<file path="config.mk">
export PLATFORM = sky130hd
export DESIGN_NAME = regfile_dump_reader
export DESIGN_NICKNAME = d
export VERILOG_FILES = /design/src/rtl/regfile_dump_reader.sv
export SDC_FILE = /design/constraint.sdc
export NUM_CORES = 1
export LEC_CHECK = 0
export ABC_AREA = 1
export CORE_UTILIZATION = 40
export DETAILED_ROUTE_END_ITERATION = 16
export PLACE_DENSITY = 0.77
export SLEW_MARGIN = 40
export SYNTH_ARGS = -nofsm -noshare
export SYNTH_HDL_FRONTEND = slang
export SYNTH_SLANG_ARGS = --single-unit
export TNS_END_PERCENT = 10
</file>
<file path="constraint.sdc">
create_clock -name clk -period 1.3 [get_ports clk]
set_input_delay 0.13 -clock clk [delete_from_list [all_inputs] [get_ports clk]]
set_output_delay 0.13 -clock clk [all_outputs]
set_load 0.02 [all_outputs]
</file>
<file path="src/rtl/regfile_dump_reader.sv">
// Streams a contiguous, wrapping range of register-file words out over valid/ready,
// holding the core's RegWrite off (rf_hold) for the whole dump so the snapshot stays coherent.
module regfile_dump_reader #(
  parameter int ADDR_W = 5,
  parameter int DATA_W = 32
) (
  input  logic              clk,
  input  logic              rst_n,
  input  logic              start,
  input  logic [ADDR_W-1:0] first_addr,
  input  logic [ADDR_W-1:0] last_addr,
  output logic [ADDR_W-1:0] rf_addr,
  input  logic [DATA_W-1:0] rf_data,
  output logic              rf_hold,
  output logic              out_valid,
  input  logic              out_ready,
  output logic [DATA_W-1:0] out_data,
  output logic [ADDR_W-1:0] out_addr,
  output logic              out_last,
  output logic              busy,
  output logic              done,
  output logic [2:0]        dbg_state
);

  // Output handshake: a word transfers on a rising edge where out_valid && out_ready;
  // once raised, out_valid and its payload stay stable until that transfer.

  typedef enum logic [2:0] {
    S_IDLE    = 3'd0,
    S_SETTLE  = 3'd1,
    S_CAPTURE = 3'd2,
    S_SEND    = 3'd3,
    S_DONE    = 3'd4
  } state_t;

  state_t              state_q, state_d;
  logic [ADDR_W-1:0]   cur_q, cur_d;
  logic [ADDR_W-1:0]   end_addr_q, end_addr_d;
  logic [ADDR_W-1:0]   rf_addr_q, rf_addr_d;
  logic                rf_hold_q, rf_hold_d;
  logic                busy_q, busy_d;
  logic                done_q, done_d;
  logic                out_valid_q, out_valid_d;
  logic [DATA_W-1:0]   out_data_q, out_data_d;
  logic [ADDR_W-1:0]   out_addr_q, out_addr_d;
  logic                out_last_q, out_last_d;

  always_comb begin
    state_d     = state_q;
    cur_d       = cur_q;
    end_addr_d  = end_addr_q;
    rf_addr_d   = rf_addr_q;
    rf_hold_d   = rf_hold_q;
    busy_d      = busy_q;
    done_d      = done_q;
    out_valid_d = out_valid_q;
    out_data_d  = out_data_q;
    out_addr_d  = out_addr_q;
    out_last_d  = out_last_q;
    case (state_q)
      S_IDLE: begin
        if (start) begin
          cur_d      = first_addr;
          end_addr_d = last_addr;
          rf_addr_d  = first_addr;
          rf_hold_d  = 1'b1;
          busy_d     = 1'b1;
          state_d    = S_SETTLE;
        end
      end
      // One idle cycle so the core's gated RegWrite is in force before the first read.
      S_SETTLE: begin
        rf_addr_d = cur_q;
        state_d   = S_CAPTURE;
      end
      S_CAPTURE: begin
        out_data_d  = rf_data;
        out_addr_d  = cur_q;
        out_last_d  = (cur_q == end_addr_q);
        out_valid_d = 1'b1;
        state_d     = S_SEND;
      end
      S_SEND: begin
        if (out_ready) begin
          out_valid_d = 1'b0;
          if (cur_q != end_addr_q) begin
            cur_d     = cur_q + ADDR_W'(1);
            rf_addr_d = cur_q + ADDR_W'(1);
            state_d   = S_CAPTURE;
          end else begin
            out_last_d = 1'b0;
            done_d     = 1'b1;
            state_d    = S_DONE;
          end
        end
      end
      S_DONE: begin
        done_d    = 1'b0;
        rf_hold_d = 1'b0;
        busy_d    = 1'b0;
        state_d   = S_IDLE;
      end
      default: begin
        state_d = S_IDLE;
      end
    endcase
  end

  always_ff @(posedge clk) begin
    if (!rst_n) begin
      state_q     <= S_IDLE;
      cur_q       <= '0;
      end_addr_q  <= '0;
      rf_addr_q   <= '0;
      rf_hold_q   <= 1'b0;
      busy_q      <= 1'b0;
      done_q      <= 1'b0;
      out_valid_q <= 1'b0;
      out_data_q  <= '0;
      out_addr_q  <= '0;
      out_last_q  <= 1'b0;
    end else begin
      state_q     <= state_d;
      cur_q       <= cur_d;
      end_addr_q  <= end_addr_d;
      rf_addr_q   <= rf_addr_d;
      rf_hold_q   <= rf_hold_d;
      busy_q      <= busy_d;
      done_q      <= done_d;
      out_valid_q <= out_valid_d;
      out_data_q  <= out_data_d;
      out_addr_q  <= out_addr_d;
      out_last_q  <= out_last_d;
    end
  end

  assign rf_addr   = rf_addr_q;
  assign rf_hold   = rf_hold_q;
  assign busy      = busy_q;
  assign done      = done_q;
  assign out_valid = out_valid_q;
  assign out_data  = out_data_q;
  assign out_addr  = out_addr_q;
  assign out_last  = out_last_q;
  assign dbg_state = state_q;

endmodule
</file>
[Word level (Yosys, flattened, before mapping)]
Cells that the tools add are included.
Storage, ports and cells
  flip-flop bits (word level): 59
  bits in latches: 0
  memory bits (writable): 0
  memory bits (read-only): 0
  logic and storage cells: 54
  memories kept: 0
Operators by class
  $add $sub $neg: 1
  multipliers: 0
  divide/modulo/power cells: 0
  magnitude comparators: 0
  equal/unequal tests: 10
  shift-type cells: 0
  multiplexer cells: 19
  bitwise operators: 0
  reduce and logical (&&, ||, !) cells: 14
Operators with widths (number)
  5-bit two-way mux: 3
  5-bit case mux with 3 select lines: 1
  3-bit case mux with 4 select lines: 1
  5-bit case mux with 2 select lines: 1
  3-bit two-way mux: 3
  2-bit inequality test (second input constant): 4
  1-bit case mux with 2 select lines: 4
  2-bit AND reduction: 4
  4-bit AND reduction: 2
  2-bit nonzero test: 4
  3-bit by 2-bit equality test with 1-bit output (second input constant): 2
  1-bit two-way mux: 6
  3-bit AND reduction: 2
  5-bit by 1-bit adder with 5-bit output (second input constant): 1
  5-bit equality test: 1
  5-bit inequality test: 1
  3-bit by 1-bit equality test with 1-bit output (second input constant): 1
  3-bit equality test (second input constant): 1
  3-bit logical NOT: 1
  3-bit nonzero test: 1

[Longest topological paths before layout]
  depth after elaboration: 4
  depth in mapped cells: 10

[Least setup slack after synthesis]
OpenSTA, ideal clock, no wires.
  path kind: reg2reg
  start point: register state_q[1], in the netlist dbg_state[1]
  end point: register rf_addr_q[0], in the netlist rf_addr[0]
  setup time: 0.115 ns
  data arrival time: 1.410 ns
  required time: 1.185 ns
  path slack: -0.225 ns
  cell stages (with the launch flop): 7
  buffers on the path: 1
  cell sequence: dfxtp_1 bufinv_8 nor2_4 nand4_4 buf_6 a21oi_1 nor2_1
On the way
  word-level cells in the longest chain between the ends: 3
  elaborated cells on any way between the ends: 9
  classes of those cells: eq/ne: 5; mux: 1; reduce/logical: 3
RTL lines
  start: declaration: RTL line 36  | state_t state_q, state_d;
  start signal: assignment: RTL line 123  | state_q <= state_d;
  3-bit by 2-bit equality test with 1-bit output, or another cell as far along: RTL line 60  | case (state_q)
  2-bit inequality test (no line) / 3-bit nonzero test (equally long branches)
  4-bit AND reduction (no line)
  end signal: assignment: RTL line 126  | rf_addr_q <= rf_addr_d;
  end: declaration: RTL line 39  | logic [ADDR_W-1:0] rf_addr_q, rf_addr_d;
Parallel ways exist; a longest one is shown, timed or not.
A chain may end at the register's enable or synchronous reset.

[Worst setup path after layout]
  start point: register cur_q[3]
  end point: register rf_addr_q[4], in the netlist rf_addr[4]
On the way
  word-level cells in the longest chain between the ends: 4
  elaborated cells on any way between the ends: 7
  classes of those cells: add/sub: 1; eq/ne: 2; mux: 3; reduce/logical: 1
RTL lines
  start: declaration: RTL line 37  | logic [ADDR_W-1:0] cur_q, cur_d;
  start signal: assignment: RTL line 124  | cur_q <= cur_d;
  5-bit by 1-bit adder with 5-bit output: RTL line 88  | rf_addr_d = cur_q + ADDR_W'(1);
  5-bit two-way mux: RTL line 86  | if (cur_q != end_addr_q) begin
  5-bit two-way mux: RTL line 84  | if (out_ready) begin
  5-bit case mux with 3 select lines: RTL line 60
Parallel ways exist; a longest one is shown, timed or not. The select of a mux whose other input is x is not followed.

==> flow_summary.toml <==
[routing]
vias = 2733
drcViolationCount = 0
drtIter0Drc = 149
postRouteAntennaNets = 0
avgViaCountPerCell = 4.92
post_drt_wl_per_cell_um = 13.3
routed_wl_um = 7380
dr.pass1.iters = 4

[setup_path]
r2r_start = "cur_q[3]"
critPathSlowestCell = "dfxtp_2"
worstPathArrival_ns = 1.60
start_kind = "register"
crit_type = "register to register"
slowest_delay_ns = 0.35
path_cells = "inv_1, nand2_1, nand2_2, nor2_4, nand4_4, buf_12, a21oi_1, nor2_1"
required_ns = 1.52
regToRegSetupSlack_ns = -0.08
r2r_cells = 8
r2r_end = "rf_addr[4]"
path_buf_inv = 2
cp-end-kind = "register"
cp_max_fo = 10
cpLargestDelayFamily = "simple AND/OR/NAND/NOR gates"

[outcome]
violations = "negative setup slack"
outcome = "finished with violations"

[cells_and_area]
num_antenna_cells = 0
instances_no_fill = 555
seqCellArea_um2 = 1210
layout-drive-gt1-share_pct = 19.2
fin_area_um2 = 4030
fill_cells = 527
multi_input_area_um2 = 1230
final_nets = 522
area_growth_pct = 58.3

[place]
dp_cells = 532
gp_congestion = 0.873
portBuffers = 95
dpl-instance-area_um2 = 3730
dp_hpwl_um = 4990

[clocking]
clockRootBuffer = "clkbuf_8"
cts_buffer_depth = 2
cts_num_sinks = 59
postCtsHoldBufs = 0
clock_latency_ns = 0.33
clk_pin_slew_ns = 0.07
cts_tree = "done"
cts_made_buffers = 9
htreeDepth = 3

[synth]
synth_top_area_share_pct = 46.4
yosysMostFrequentCell = "nor2_1"
synth.avg_cell_area_um2 = 7.21
ys.flop_type = "dfxtp_1"
synth_commonest_cells = "85 x nor2_1, 59 x dfxtp_1, 53 x nand2_1, 48 x o21ai_0, 27 x inv_1"
yosys.cell_types.count = 26
synth-async-reset-ratio_pct = 0
syn_inst = 353
synthTopCellsByArea = "dfxtp_1 46%, nor2_1 13%, o21ai_0 9.4%"
yosys_warnings = 0
ys_seq_area_share_pct = 46.4
ys_seq_elements = 59
syn_nets = 400
synth_edf_count = 0
synth_area_leader_cell = "dfxtp_1"
netlist_area_um2 = 2540

[die]
die_w_um = 81.8
initial_utilization_pct = 42.2
fp.dieH_um = 81.8
dieArea_um2 = 6690
rows = 28
io_pins = 96
core_area_um2 = 6030

[power_and_ir_drop]
internal_power_mw = 3.64
vdd_drop_max_v = 0.000848
p_clk_share_pct = 28.5
power_mw = 5.46
p_sw_mw = 1.82
p_per_area_nw_per_um2 = 1360
sw_frac_of_total_pct = 33.4
p_leak_nw = 1.95
power.share.combinational_pct = 31.6
seqPwrFrac_pct = 40.0

[sta]
rsz0062_at_grt = "true"
tightestPinTransition_ns = 0.253
fin_crit_ns = 1.38
slew_viol_final = 0
fmax_ghz = 0.722
setup_ws_ns = -0.0847
setup_viol = 11
relSlewSlack_pct = 83.2
skew_ns = 0.00930
min_period_over_period_pct = 107
finalSetupTns_ns = -0.536
hold_viol_final = 0

[flow_run]
maxCapViolCount = 0

[global_route]
grt_pass1_wl_um = 11600
global_route.overflow_total = 0
grt_max_degree = 36
grt_usage_pct = 23.2
grt_pass1_vias = 2645
antenna_found_initial = 0

[hold_path]
worstHoldPathCells = 3
holdCritStartpoint = "rf_data[29]"
min_path_type = "input port to register"
holdPathEnd = "out_data[29]"
## cell type report
class | count | share of cell area (%)
flip-flops and latches | 59 | 30.0
inverters | 33 | 3.26
clock buffers | 15 | 4.41
well taps | 75 | 2.33
clock inverters | 1 | 0.124
repair buffers | 127 | 29.3
multi-input cells | 245 | 30.6
## logic make-up (layout without fill, tap and decap cells)
| logic type | Yosys count | in the layout | share of synthesized area (%) |
|---|---|---|---|
| simple gates | 171 | 171 | 30.0 |
| flops | 59 | 59 | 46.4 |
| buf+inv | 49 | 176 | 8.55 |
| compound gates | 72 | 72 | 14.2 |
| xor+xnor | 1 | 1 | 0.344 |
| fa+ha+maj | 1 | 1 | 0.492 |
## worst register-to-register path, cell delays in order (launching register included)
cell and delay [ns]:
dfxtp_2 0.35, inv_1 0.06, nand2_1 0.07, nand2_2 0.06, nor2_4 0.15, nand4_4 0.18, buf_12 0.19, a21oi_1 0.15
nor2_1 0.06
## metrics by stage
step | setup slack [ns] | util, % | hold slack (ns)
4_1_cts | -0.0653 | 64.9 | 0.410
2_1_floorplan | -0.0385 | - | 0.297
3_3_place_gp | -0.137 | 61.9 | 0.448
6_report | -0.0847 | 66.9 | 0.422
5_1_grt | -0.160 | 66.9 | 0.429
3_5_place_dp | -0.184 | 61.9 | 0.445
## metal layers
| metal | part of all wire (%) | GRT usage [%] | vias to the layer above |
|---|---|---|---|
| li1 | - | - | 1380 |
| met1 | 40 | 25.7 | 1215 |
| met2 | 48 | 37.4 | 116 |
| met3 | 9.7 | 10.0 | 22 |
| met4 | 2.6 | 12.3 | 0 |
| met5 | 0 | 0 | - |
## layout by cell type (no fill, tap or decap), drive strengths merged
cell and instances:
nand2 57, dfxtp 59, nand3b 1, o21ai 48, clkinv 1, inv 33
nor2 89, nor3b 1, nand4 8, a21oi 24, ha 1, clkdlybuf4s50 45
nand3 14, xnor2 1, nor3 1, buf 32, dlygate4sd2 50, clkbuf 15
## power by group through the flow
stage / sequential (mW) / clock, mW / combinational, mW
after floorplan: 2.40 / 0 / 0.708
after global placement: 2.20 / 0 / 1.66
after detailed placement: 2.21 / 0 / 1.68
after CTS: 2.17 / 1.58 / 1.61
after global routing: 2.21 / 1.66 / 1.90
final: 2.18 / 1.56 / 1.72
## worst max-delay path by stage
stage                     depth (start not counted)  slack (ns)          to          from
after floorplan                                   7       -0.04  rf_addr[0]  dbg_state[2]
after global placement                            8       -0.14  rf_addr[3]     out_ready
after detailed placement                          8       -0.18  rf_addr[2]     out_ready
after CTS                                         9       -0.07  rf_addr[4]  dbg_state[2]
after global routing                             10       -0.16    cur_q[4]  dbg_state[2]
final                                             8       -0.08  rf_addr[4]      cur_q[3]
## state kept, by name, summed over array words and instances, names as in the netlist
signal	count
out_data	32
cur_q	5
end_addr_q	5
out_addr	5
rf_addr	5
dbg_state	3
busy	1
done	1
out_last	1
out_valid	1
## repair_timing
action	CTS	global route
pin swaps	3	4
resized for setup	61	33
setup buffers	3	4
endpoints found under the setup margin	70	52
No activity file was read; power rests on OpenSTA's default activity.
